## config.mk

```make
export PLATFORM = sky130hd
export DESIGN_NAME = uart_tx_arbiter
export DESIGN_NICKNAME = d
export VERILOG_FILES = /design/src/rtl/uart_tx_arbiter.sv
export SDC_FILE = /design/constraint.sdc
export NUM_CORES = 1
export LEC_CHECK = 0
export ABC_AREA = 1
export CAP_MARGIN = 20
export CELL_PAD_IN_SITES_DETAIL_PLACEMENT = 1
export CELL_PAD_IN_SITES_GLOBAL_PLACEMENT = 1
export CORE_MARGIN = 3
export CORE_UTILIZATION = 32
export DETAILED_ROUTE_END_ITERATION = 8
export HOLD_SLACK_MARGIN = 0.1
export PLACE_DENSITY = 0.85
export RECOVER_POWER = 25
export SLEW_MARGIN = 20
export SYNTH_ARGS = -nofsm -noshare
export SYNTH_HDL_FRONTEND = slang
export SYNTH_SLANG_ARGS = --single-unit
```

## constraint.sdc

```tcl
create_clock -name clk -period 2.8 [get_ports clk]
set_input_delay 0.28 -clock clk [delete_from_list [all_inputs] [get_ports clk]]
set_output_delay 0.28 -clock clk [all_outputs]
set_load 0.01 [all_outputs]
```

## src/rtl/uart_tx_arbiter.sv

```systemverilog
// uart_tx_arbiter: round-robin sharing of one uart_tx between NUM_REQ
// packet-oriented byte sources. A grant covers a whole packet; each byte
// is handed over with a single wrEn pulse, and the arbiter then follows
// uart_tx busy through its rise and fall before the next byte.
module uart_tx_arbiter #(
  parameter int NUM_REQ      = 4,
  parameter int BUSY_TIMEOUT = 8
) (
  input  logic                   clk,
  input  logic                   rst,
  input  logic [NUM_REQ-1:0]     req_valid,
  input  logic [8*NUM_REQ-1:0]   req_data,
  input  logic [NUM_REQ-1:0]     req_last,
  output logic [NUM_REQ-1:0]     req_ready,
  output logic [NUM_REQ-1:0]     grant,
  output logic                   tx_wr_en,
  output logic [7:0]             tx_din,
  input  logic                   tx_busy,
  output logic                   active,
  output logic                   timeout_err
);

  localparam int IDX_W = $clog2(NUM_REQ);
  localparam int TMR_W = $clog2(BUSY_TIMEOUT);
  localparam logic [TMR_W-1:0] TMR_LAST = TMR_W'(BUSY_TIMEOUT - 1);

  typedef enum logic [1:0] {
    S_IDLE    = 2'd0,
    S_SEND    = 2'd1,
    S_WAIT_HI = 2'd2,
    S_WAIT_LO = 2'd3
  } state_t;

  state_t           r_state;
  logic [IDX_W-1:0] r_sel;
  logic [IDX_W-1:0] r_rr_ptr;
  logic [TMR_W-1:0] r_timer;
  logic             r_last;

  logic             w_any;
  logic [IDX_W-1:0] w_sel;
  logic [IDX_W:0]   w_scan;
  logic [IDX_W-1:0] w_next_ptr;
  logic             w_byte_done;

  function automatic logic [NUM_REQ-1:0] f_onehot(input logic [IDX_W-1:0] idx);
    logic [NUM_REQ-1:0] v;
    v      = '0;
    v[idx] = 1'b1;
    return v;
  endfunction

  // Round-robin pick: first valid requester scanning upward from r_rr_ptr, with wrap.
  always_comb begin
    w_any  = 1'b0;
    w_sel  = '0;
    w_scan = '0;
    for (int k = 0; k < NUM_REQ; k++) begin
      w_scan = {1'b0, r_rr_ptr} + (IDX_W+1)'(k);
      if (w_scan >= (IDX_W+1)'(NUM_REQ)) begin
        w_scan = w_scan - (IDX_W+1)'(NUM_REQ);
      end
      if (!w_any && req_valid[w_scan[IDX_W-1:0]]) begin
        w_any = 1'b1;
        w_sel = w_scan[IDX_W-1:0];
      end
    end
  end

  // A byte finishes either when busy falls normally or when busy never rose in time.
  always_comb begin
    w_next_ptr  = (r_sel == IDX_W'(NUM_REQ - 1)) ? '0 : r_sel + 1'b1;
    w_byte_done = ((r_state == S_WAIT_HI) && !tx_busy && (r_timer == TMR_LAST)) ||
                  ((r_state == S_WAIT_LO) && !tx_busy);
  end

  // Arbitration / handshake FSM with registered outputs; pulses default low each cycle.
  always_ff @(posedge clk) begin
    if (rst) begin
      r_state     <= S_IDLE;
      r_sel       <= '0;
      r_rr_ptr    <= '0;
      r_timer     <= '0;
      r_last      <= 1'b0;
      req_ready   <= '0;
      grant       <= '0;
      tx_wr_en    <= 1'b0;
      tx_din      <= '0;
      active      <= 1'b0;
      timeout_err <= 1'b0;
    end else begin
      tx_wr_en    <= 1'b0;
      req_ready   <= '0;
      timeout_err <= 1'b0;
      case (r_state)
        S_IDLE: begin
          if (w_any) begin
            r_sel   <= w_sel;
            grant   <= f_onehot(w_sel);
            active  <= 1'b1;
            r_state <= S_SEND;
          end
        end
        S_SEND: begin
          // An owner that stalls mid-packet keeps the grant indefinitely.
          if (req_valid[r_sel]) begin
            tx_wr_en  <= 1'b1;
            tx_din    <= req_data[8*r_sel +: 8];
            req_ready <= f_onehot(r_sel);
            r_last    <= req_last[r_sel];
            r_timer   <= '0;
            r_state   <= S_WAIT_HI;
          end
        end
        S_WAIT_HI: begin
          // uart_tx raises busy a couple of cycles after wrEn; the timer covers that latency.
          if (tx_busy) begin
            r_state <= S_WAIT_LO;
          end else if (r_timer == TMR_LAST) begin
            timeout_err <= 1'b1;
          end else begin
            r_timer <= r_timer + 1'b1;
          end
        end
        S_WAIT_LO: begin
          r_state <= S_WAIT_LO;
        end
        default: r_state <= S_IDLE;
      endcase
      if (w_byte_done) begin
        if (r_last) begin
          grant    <= '0;
          active   <= 1'b0;
          r_rr_ptr <= w_next_ptr;
          r_state  <= S_IDLE;
        end else begin
          r_state  <= S_SEND;
        end
      end
    end
  end

endmodule

```

# ---- Yosys cells after proc, flatten, opt, wreduce, memory -nomap -nowiden
# Index checks and enable logic that the tools add are counted.
dict set report classes {
  add_sub_neg 9
  order_cmp 12
  n_eq_ne 11
  shifts 1
  mux 49
  bitwise 3
  reduce_logical 23
}
# cell n
set ops {}
lappend ops {{$shiftx 32x6->8} 1}
lappend ops {{$mux 2} 13}
lappend ops {{$mux 1} 19}
lappend ops {{$lt 2x3->1 const B} 6}
lappend ops {{$mux 4} 4}
lappend ops {{$bmux 1 s2} 6}
lappend ops {{$ge 3x3->1 const B} 3}
lappend ops {{$mux 3} 3}
lappend ops {{$ne 3x3->1 const B} 3}
lappend ops {{$logic_and 1x1->1} 8}
lappend ops {{$pmux 2 s4} 1}
lappend ops {{$sub 2x1->2 const B} 4}
lappend ops {{$add 2x2->3 const B} 2}
lappend ops {{$eq 2x2->1 const B} 3}
lappend ops {{$ne 2x2->1 const B} 3}
lappend ops {{$pmux 3 s2} 1}
lappend ops {{$reduce_and 2->1} 3}
lappend ops {{$reduce_or 3->1} 2}
lappend ops {{$demux 1 s2} 2}
lappend ops {{$ge 2x1->1 const B} 2}
lappend ops {{$logic_not 1->1} 4}
lappend ops {{$reduce_and 4->1} 1}
lappend ops {{$add 2x1->3 const B} 1}
lappend ops {{$add 3x1->3 const B} 1}
lappend ops {{10 further kinds} 12}
dict set report word_totals {
  regBits 29
  input_bits 43
  output_inout_bits 19
  word_cells 119
}

# ---- Logic depth before layout (Yosys ltp)
# Gate-level depths: netlist of the first run.
dict set report depth {
  word_depth 22
  depth_mapped 12
  ltp_nobuf 12
}

# ---- Worst setup path before layout of the first run
# No wires, ideal clock.
dict set report synth_path {
  path_kind {flip-flop to flip-flop}
  start {reg r_timer[0]}
  end {reg r_state[0]}
  setup_ns 0.058
  t_arrival_ns 1.369
  required_ns 2.742
  slack_ns 1.373
  path_stages_with_launch 10
  path_buffers 0
  cell_sequence {dfxtp_1 > ha_1 > ha_1 > nor3_1 > inv_1 > nand2_1 > inv_2 > nand2_1 > nand3_1 > nand2_1}
}
dict set report synth_between {
  elab_chain_cells 5
  elab_cells_between_ends 8
  cone_classes {eq/ne (4); mux (1); reduce/logical (3)}
}
# item line_no
set synth_rtl {}
lappend synth_rtl {{start, declared} 37} ;# logic [TMR_W-1:0] r_timer;
lappend synth_rtl {{start signal, assigned} 122} ;# r_timer <= r_timer + 1'b1;
lappend synth_rtl {{$eq 3x3->1 (*)} 73} ;# w_byte_done = ((r_state == S_WAIT_HI) && !tx_busy && (r_timer == TMR_LAST)) ||
lappend synth_rtl {{$logic_and 1x1->1 (*)} 73}
lappend synth_rtl {{$logic_or 1x1->1 (*)} 73}
lappend synth_rtl {{$ne 3x3->1 (no line)} n/a}
lappend synth_rtl {{$reduce_and 3->1 (no line)} n/a}
lappend synth_rtl {{end signal, assigned} 80} ;# r_state <= S_IDLE;
lappend synth_rtl {{end signal, assigned} 101} ;# r_state <= S_SEND;
lappend synth_rtl {{end signal, assigned} 112} ;# r_state <= S_WAIT_HI;
lappend synth_rtl {{end, declared} 34} ;# state_t r_state;
# Mark *: on every way between the ends. The rest lies on a longest branch, timed or not.
# A chain may end at the register's enable or synchronous reset.

# ---- Final worst setup path of the first run
dict set report layout_path {
  start {reg r_sel[1]}
  end {reg tx_din[5]}
}
dict set report layout_between {
  elab_chain_cells 3
  elab_cells_between_ends 4
  cone_classes {shift (1); mux (2); reduce/logical (1)}
}
# item line_no
set layout_rtl {}
lappend layout_rtl {{start, declared} 35} ;# logic [IDX_W-1:0] r_sel;
lappend layout_rtl {{start signal, assigned} 98} ;# r_sel <= w_sel;
lappend layout_rtl {{branches (longest 3 deep; another with $shiftx 32x6->8)} n/a}
lappend layout_rtl {{end signal, assigned} 108} ;# tx_din <= req_data[8*r_sel +: 8];
lappend layout_rtl {{end, declared} 17} ;# output logic [7:0] tx_din,
# Parallel ways; which one is timed is not known. The select of a mux whose other input is x is not followed.

==> metrics.txt, run 1 <==
total of endpoints with negative setup slack in the final report=0; total of hold buffers inserted after clock tree synthesis=0; average via count per standard cell=5.02; distinct cell type count after synthesis=26; required time reported for the critical path endpoint=3.01 ns; post-placement cell area=2380 um^2; Die Wd=78.9 um; antenna violations before repair=0; synthesized instance count=260; post_cts resized=0; number of max-slew violations in the final report=0; Die ar.=6230 um^2; post-route clock period utilization=78.0%; cts bufs inserted=5; type of the worst min-delay path=register to register; clock sinks=29; Detailed Route WL=5.56 mm; max frequency=458 MHz; maximum buffer depth of the clock tree=2; Routed Antenna Nets=0; register area share after synthesis=34.1%; Boundary Pins=62; Setup Crit Path Kind=register to register; clock input transition at the sequential cells of the worst setup and hold paths=0.06 ns; flops & latches, synth=29; Synth Warn #=0; final RePlAce weighted congestion=0.898; number of violations of the max-capacitance limit=0; number of vias in the routed layout=1953; unrepaired setup endpoints after global routing=no; postcts setup bufs=0; headroom to the max-slew limit=60.0%; Pre-antenna DRT Iters=4; data arrival time at the worst-slack endpoint=2.39 ns; hpwl dp=4.32 mm; Fin. Hold Viols=0; average footprint of a synthesized cell=6.54 um^2; Critical Path End Type=register; vertical extent of the die=78.9 um; clock tree root buffer cell=clkbuf_8; power density relative to cell area=687 nW/um^2; Total Nets Final=371; standard-cell row count=25; ordered list of cells on the worst path=buf_4 > inv_1 > a21oi_1 > o21ai_0 > nand3_1 > inv_1 > nand2_1 > a21oi_1; worst clock skew on the final layout=0.00407 ns; minimum period implied by the final worst setup slack=2.18 ns; Routed wire per std cell=14.3 um; Lkg Pwr=1.07 nW; global-route wire length before repair=9.39 mm; clock latency on the worst-skew pair=0.28 ns; Worst Slack Setup Final=0.615 ns; minimum hold slack=0.459 ns; synthesized netlist net count=309; fraction of synthesis flops using an asynchronous set or reset pin=0%; maximum fanout along the worst path=15; maximum number of pins on one net before global-route repair=22; Port-buffer cells=61; Core Region=4940 um^2; count of flip-flops with a built-in enable after synthesis=0; worst vdd rail ir drop=0.277 mV; run status=finished clean; remaining design rule violation count=0; slew at the pin closest to its max-slew limit=0.599 ns; Slowest Stage Delay on Critical Path=0.46 ns; post-synthesis instance area=1700 um^2; via count of the first global-routing pass=2107; predominant post-synthesis flop cell=dfxtp_1; dpl ws=0.572 ns; Crit-path slowest cell=nand3_1; GR Overflow Total=0; diode insertion count for antenna repair=0; Synth-to-Final Area Change=44.6%; # H-tree levels=2; accumulated negative setup slack=0 ns; post-route cell area=2460 um^2; starting utilization of the core area=34.4%; Util after Layout=49.8%; kind of launch point of the worst setup path=register; TritonCTS clock tree=yes; Iteration-0 DRC Markers=56; combined global-route utilization of all metal layers=19.1%; fraction of layout instances using a drive strength above 1=9.32%
-- layout make-up --
class                   instances  area, um^2
inverters                      27         104
well taps                      67        83.8
multi-input cells             195         977
fillers                       681        2480
repair buffers                 64         629
flip-flops and latches         29         581
clock buffers                   7        86.3
-- worst paths after layout --
check | endpoint | startpoint | slack, ns | depth (start not counted)
setup / recovery | tx_din[5] | r_sel[1] | 0.62 | 8
hold / removal | r_last | r_last | 0.46 | 2
setup reg to reg | tx_din[5] | r_sel[1] | 0.62 | 8
hold reg to reg | r_last | r_last | 0.46 | 2
-- layout by cell type (no fill, tap or decap), types with 3 or more instances in the layout --
cell             Yosys  final
a21oi_1             19     19
clkbuf_8             0      6
clkdlybuf4s50_1      0     50
dfxtp_1             29     29
dlygate4sd3_1        0     11
ha_1                 6      6
inv_1               22     22
inv_2                4      4
nand2_1             61     61
nand2_2              7      7
nand2_4              3      3
nand3_1             11     11
nand3_2              3      3
nand4_1              3      3
nor2_1              35     35
o21ai_0             27     27
o22ai_1              9      9
-- critical path: cells and delay by family, from the launching register on --
| kind | cells | cell delay [ns] |
|---|---|---|
| and+or+nand+nor | 2 | 0.57 |
| AOI/OAI and AO/OA | 3 | 0.33 |
| DFF | 1 | 0.30 |
| buffers and inverters | 3 | 0.89 |
-- cells by family after synthesis --
group                    count (synthesis)  share of synthesized area (%)
flip-flops                              29                           34.1
AO/OA/AOI/OAI                           61                           19.2
adder cells (fa/ha/maj)                  6                           4.41
AND/OR/NAND/NOR                        128                           33.8
buffers and inverters                   36                           8.46
-- metrics by stage --
step           total power [mW]  std cells
2_1_floorplan              1.05        260
3_3_place_gp               1.33        382
3_5_place_dp               1.36        382
4_1_cts                    1.72        389
5_1_grt                    1.83        389
6_report                   1.69        389
-- cell usage after synthesis (2+ instances only) --
library cell   n  area, um^2
a21oi_2        2        17.5
dfxtp_1       29         581
o21ai_0       27         135
a21oi_1       19        95.1
nor2_1        35         131
o22ai_1        9        56.3
nand4_1        3        18.8
clkbuf_1       5        18.8
ha_1           6        75.1
nand2_1       61         229
nor3_1         2        10.0
o21ai_1        2        10.0
nand3_1       11        55.1
inv_2          4        15.0
nand2_4        3        33.8
a31oi_1        2        12.5
nand3_2        3        30.0
inv_1         22        82.6
nand2_2        7        43.8
buf_2          2        10.0
-- report_power, final --
group,internal (mW),switching (mW)
Sequential,0.500,0.0720
Clock,0.195,0.155
Combinational,0.308,0.462
-- state kept, by name, summed over array words and instances (netlist names) --
signal and cells:
timeout_err 1, r_timer 3, req_ready 4, r_last 1
active 1, r_sel 2, grant 4, r_rr_ptr 2
tx_wr_en 1, r_state 2, tx_din 8
-- routing by layer --
layer	track usage [%]	up-vias	share of wire, %
met5	0	-	0
met4	10.3	0	3.1
met3	7.60	20	7.7
met2	33.4	64	49
met1	19.4	902	40
li1	-	967	-
No activity file was read; power rests on OpenSTA's default activity.
==> inputs of run 2 (changes only) <==
--- a/config.mk
+++ b/config.mk
@@ -10,10 +10,10 @@
 export CELL_PAD_IN_SITES_DETAIL_PLACEMENT = 1
 export CELL_PAD_IN_SITES_GLOBAL_PLACEMENT = 1
 export CORE_MARGIN = 3
-export CORE_UTILIZATION = 32
+export CORE_UTILIZATION = 27
 export DETAILED_ROUTE_END_ITERATION = 8
 export HOLD_SLACK_MARGIN = 0.1
-export PLACE_DENSITY = 0.85
+export PLACE_DENSITY = 0.77
 export RECOVER_POWER = 25
 export SLEW_MARGIN = 20
 export SYNTH_ARGS = -nofsm -noshare
==> constraint.sdc (replaced) <==
create_clock -name clk -period 1.8 [get_ports clk]
set_input_delay 0.18 -clock clk [delete_from_list [all_inputs] [get_ports clk]]
set_output_delay 0.18 -clock clk [all_outputs]
set_load 0.01 [all_outputs]
==> metrics.txt, run 2 (synthesis results as in run 1) <==
fraction of layout instances using a drive strength above 1=11.6%; Critical Path End=grant[3]; standard-cell row count=28; total of hold buffers inserted after clock tree synthesis=0; post-route clock period utilization=88.5%; run status=finished clean; clock sinks=29; leading cell types in the layout, fill and taps excluded=nand2_1, clkdlybuf4s50_1, nor2_1, dfxtp_1, o21ai_0; type of the worst min-delay path=register to register; total of endpoints with negative setup slack in the final report=0; worst setup path startpoint=r_timer[0]; post-placement cell area=2430 um^2; post_cts resized=0; max frequency=628 MHz; total area of sequential cells=581 um^2; # H-tree levels=2; clock latency on the worst-skew pair=0.28 ns; unrepaired setup endpoints after global routing=no; Boundary Pins=62; power consumption=2.60 mW; vertical extent of the die=85.4 um; average via count per standard cell=4.71; fraction of power consumed by combinational cells=46.4%; starting utilization of the core area=28.2%; Critical Path End Type=register; diode insertion count for antenna repair=0; headroom to the max-slew limit=59.8%; remaining design rule violation count=0; data arrival time at the worst-slack endpoint=1.80 ns; Core Region=6030 um^2; clock tree root buffer cell=clkbuf_8; worst clock skew on the final layout=0.00332 ns; slew at the pin closest to its max-slew limit=0.603 ns; Lkg Pwr=1.09 nW; number of violations of the max-capacitance limit=0; reg-to-reg startpoint=r_timer[0]; Routed wire per std cell=12.9 um; via count of the first global-routing pass=1958; final RePlAce weighted congestion=0.776; Worst R2R Path Depth=9; worst vdd rail ir drop=0.408 mV; R2R setup slack=0.21 ns; maximum fanout along the worst path=5; global-route wire length before repair=8.93 mm; dpl cells=395; Iteration-0 DRC Markers=80; Pre-antenna DRT Iters=4; clock input transition at the sequential cells of the worst setup and hold paths=0.06 ns; Die Wd=85.4 um; internal power component=1.55 mW; Die ar.=7290 um^2; Setup Crit Path Kind=register to register; Regs by FF count=tx_din x8, grant x4, req_ready x4; hpwl dp=4.15 mm; Total Nets Final=376; FILL cells=795; required time reported for the critical path endpoint=2.01 ns; post-route cell area=2510 um^2; Detailed Route WL=5.18 mm; maximum number of pins on one net before global-route repair=22; number of flip-flops in the largest register=8; TritonCTS clock tree=yes; number of vias in the routed layout=1900; reg-to-reg critical path endpoint=grant[3]; net switching power of the design=1.05 mW; GR Overflow Total=0; Util after Layout=41.7%; Port-buffer cells=61; clock network fraction of total power=19.9%; largest reg by FF count=tx_din; Synth-to-Final Area Change=47.6%; postcts setup bufs=0; share of total power consumed by net switching=40.4%; antenna violations before repair=0; commonest non-fill, non-tap cell in the layout=nand2_1; kind of launch point of the worst setup path=register; Fin. Hold Viols=0; Flop pwr share=33.8%; power density relative to cell area=1030 nW/um^2; Routed Antenna Nets=0; area taken by multi-input logic gates=980 um^2; maximum buffer depth of the clock tree=2; cts bufs inserted=5; minimum period implied by the final worst setup slack=1.59 ns; post-route insts no fill=403; combined global-route utilization of all metal layers=15.0%; number of max-slew violations in the final report=0; accumulated negative setup slack=0 ns
==> run 2: cell count changes in the layout (fill, tap and decap cells not counted) <==
cell and change:
nand2_2 +1, clkdlybuf4s50_1 +2, clkbuf_8 -1, nand2_1 -1, buf_4 +6, clkbuf_1 -1, dlygate4sd3_1 -2, clkinv_2 +2
o21ai_1 +1, o21ai_0 -1
==> run 2: worst max-delay path, cell delays in order, from the launching register on <==
cell,delay [ns]
dfxtp_1,0.32
ha_1,0.21
ha_1,0.21
o21ai_1,0.19
nor2_1,0.09
inv_1,0.12
nand2_2,0.11
inv_1,0.10
nand2_2,0.07
a21oi_2,0.11
==> run 2: worst min path at each step <==
stage	startpoint	end	slack (ns)	cells past startpoint
global route	r_last	r_last	0.47	2
CTS	r_last	r_last	0.46	2
detailed placement	r_last	r_last	0.45	2
floorplan	rst	tx_din[1]	0.25	1
global placement	r_last	r_last	0.44	2
finish	r_last	r_last	0.46	2
==> run 2: power groups by stage <==
| stage | sequential, mW | clock [mW] | combinational (mW) |
|---|---|---|---|
| after detailed placement | 0.893 | 0 | 1.23 |
| after global placement | 0.890 | 0 | 1.20 |
| after floorplan | 0.910 | 0 | 0.720 |
| final | 0.878 | 0.516 | 1.20 |
| after global routing | 0.898 | 0.556 | 1.37 |
| after CTS | 0.880 | 0.527 | 1.24 |
==> run 2: cell type report <==
cell class / instances / share of cell area (%)
clock buffers: 6 / 2.89
clock inverters: 2 / 0.399
repair buffers: 69 / 26.7
multi-input cells: 195 / 39.0
inverters: 27 / 4.14
well taps: 75 / 3.74
flip-flops and latches: 29 / 23.1
==> run 2: layer usage <==
metal	track usage, %	vias up	routed length, um
met3	5.44	5	422
met2	27.1	52	2530
met4	2.59	0	31
met5	0	-	0
met1	16.9	867	2200
li1	-	976	-
==> run 2: metrics by stage <==
| step | hold WS (ns) | setup slack (ns) |
|---|---|---|
| final | 0.457 | 0.208 |
| after global routing | 0.469 | 0.000514 |
| after CTS | 0.457 | 0.0277 |
| after detailed placement | 0.449 | -0.0399 |
| after global placement | 0.439 | -0.0328 |
| after floorplan | 0.249 | 0.373 |
==> inputs of run 3 (changes only) <==
--- a/config.mk
+++ b/config.mk
@@ -6,14 +6,15 @@
 export NUM_CORES = 1
 export LEC_CHECK = 0
 export ABC_AREA = 1
+export ABC_CLOCK_PERIOD_IN_PS = 2000
 export CAP_MARGIN = 20
 export CELL_PAD_IN_SITES_DETAIL_PLACEMENT = 1
 export CELL_PAD_IN_SITES_GLOBAL_PLACEMENT = 1
 export CORE_MARGIN = 3
-export CORE_UTILIZATION = 27
+export CORE_UTILIZATION = 32
 export DETAILED_ROUTE_END_ITERATION = 8
 export HOLD_SLACK_MARGIN = 0.1
-export PLACE_DENSITY = 0.77
+export PLACE_DENSITY = 0.85
 export RECOVER_POWER = 25
 export SLEW_MARGIN = 20
 export SYNTH_ARGS = -nofsm -noshare
==> constraint.sdc (replaced) <==
create_clock -name clk -period 2 [get_ports clk]
set_input_delay 0.2 -clock clk [delete_from_list [all_inputs] [get_ports clk]]
set_output_delay 0.2 -clock clk [all_outputs]
set_load 0.01 [all_outputs]
==> metrics.txt, run 3 (synthesis results as in run 1) <==
Iteration-0 DRC Markers=42; met3 layer wire length in the routed design=369 um; dpl cells=385; cell family with the largest share of critical-path delay=simple AND/OR/NAND/NOR gates; total of endpoints with negative setup slack in the final report=0; data arrival time at the worst-slack endpoint=1.92 ns; required time reported for the critical path endpoint=2.21 ns; ordered list of cells on the worst path=ha_1 > ha_1 > o21ai_0 > nor2_1 > inv_1 > nand2_1 > inv_1 > nand2_2 > nor2_1; average via count per standard cell=4.86; highest signal layer in the routed design=met4; total of hold buffers inserted after clock tree synthesis=0; M1 wire length=2.13 mm; headroom to the max-slew limit=62.8%; fraction of layout instances using a drive strength above 1=10.7%; global-route wire length before repair=8.95 mm; clock tree root buffer cell=clkbuf_8; Die Wd=78.9 um; Port-buffer cells=61; largest reg by FF count=tx_din; detailed route wirelength on metal2=2.64 mm; number of violations of the max-capacitance limit=0; Slowest Stage Delay on Critical Path=0.33 ns; maximum buffer depth of the clock tree=2; Detailed Route WL=5.18 mm; starting utilization of the core area=34.4%; Lkg Pwr=1.09 nW; combined global-route utilization of all metal layers=18.0%; standard-cell row count=25; worst clock skew on the final layout=0.00398 ns; antenna violations before repair=0; post-route insts no fill=393; Setup Crit Path Kind=register to register; maximum fanout along the worst path=5; clock sinks=29; type of the worst min-delay path=register to register; Fin. Hold Viols=0; FILL cells=675; final RePlAce weighted congestion=0.789; cell depth of the worst min-delay path=2; unrepaired setup endpoints after global routing=no; GR Overflow Total=0; cts bufs inserted=5; remaining design rule violation count=0; post_cts resized=0; sum of buffers and inverters on the critical path=2; clock latency on the worst-skew pair=0.27 ns; run status=finished clean; Routed wire per std cell=13.2 um; post-route clock period utilization=85.4%; accumulated negative setup slack=0 ns; number of flip-flops in the largest register=8; leading cell types in the layout, fill and taps excluded=nand2_1, clkdlybuf4s50_1, nor2_1, dfxtp_1, o21ai_0; Core Region=4940 um^2; Synth-to-Final Area Change=46.0%; clock input transition at the sequential cells of the worst setup and hold paths=0.06 ns; maximum number of pins on one net before global-route repair=22; slew at the pin closest to its max-slew limit=0.558 ns; post-placement cell area=2400 um^2; Routed Antenna Nets=0; via count of the first global-routing pass=1966; number of vias in the routed layout=1910; vertical extent of the die=78.9 um; commonest non-fill, non-tap cell in the layout=nand2_1; TritonCTS clock tree=yes; Total Nets Final=374; Die ar.=6230 um^2; minimum period implied by the final worst setup slack=1.71 ns; diode insertion count for antenna repair=0; post-route cell area=2480 um^2; Worst R2R Path Depth=9; depth of the critical timing path with buffers and inverters included=9; max frequency=585 MHz; Regs by FF count=tx_din x8, grant x4, req_ready x4; R2R setup slack=0.29 ns; power density relative to cell area=935 nW/um^2; worst vdd rail ir drop=0.368 mV; Crit-path slowest cell=dfxtp_1; postcts setup bufs=0; # H-tree levels=2; Critical Path End Type=register; minimum hold slack=0.462 ns; kind of launch point of the worst setup path=register; Boundary Pins=62; Pre-antenna DRT Iters=4; hpwl dp=4.31 mm; number of max-slew violations in the final report=0
==> run 3: cell count changes in the layout (fill, tap and decap cells not counted) <==
| cell | delta |
|---|---|
| buf_4 | -2 |
| clkdlybuf4s50_1 | -2 |
| dlygate4sd3_1 | +2 |
| nand2_1 | +1 |
| nand2_2 | -1 |
| o21ai_0 | +1 |
| o21ai_1 | -1 |
==> run 3: worst min-delay path: stages, from the launching register on <==
cell     delay, ns
dfxtp_1       0.30
inv_1         0.06
a21oi_1       0.06
==> run 3: routing by layer <==
metal | GRT usage, % | vias up
met5 | 0 | -
met4 | 5.15 | 0
met3 | 5.78 | 4
met2 | 34.0 | 50
met1 | 19.0 | 880
li1 | - | 976
==> run 3: worst paths after layout <==
check             start       end
max          r_timer[0]  grant[1]
min              r_last    r_last
max reg2reg  r_timer[0]  grant[1]
min reg2reg      r_last    r_last
==> run 3: layout make-up <==
class,instances,area (um^2),area share [%]
tap,67,83.8,3.38
clock inverter,2,10.0,0.403
clock buffer,6,72.6,2.92
multi-input combinational,195,977,39.3
inverter,27,104,4.18
sequential,29,581,23.4
timing repair buffer,67,656,26.4
==> run 3: metrics by stage <==
stage / total power [mW] / util, % / setup slack, ns
6_report: 2.32 / 50.3 / 0.292
5_1_grt: 2.54 / 50.3 / 0.134
4_1_cts: 2.37 / 50.3 / 0.280
3_5_place_dp: 1.91 / 48.6 / 0.148
3_3_place_gp: 1.86 / 48.6 / 0.251
2_1_floorplan: 1.47 / - / 0.573
==> run 3: where the power goes <==
part / switching [mW] / total, mW / internal, mW / leakage (nW)
clock: 0.210 / 0.451 / 0.240 / 0.0450
combinational: 0.625 / 1.07 / 0.446 / 0.807
sequential: 0.101 / 0.801 / 0.700 / 0.236
total: 0.936 / 2.32 / 1.39 / 1.09
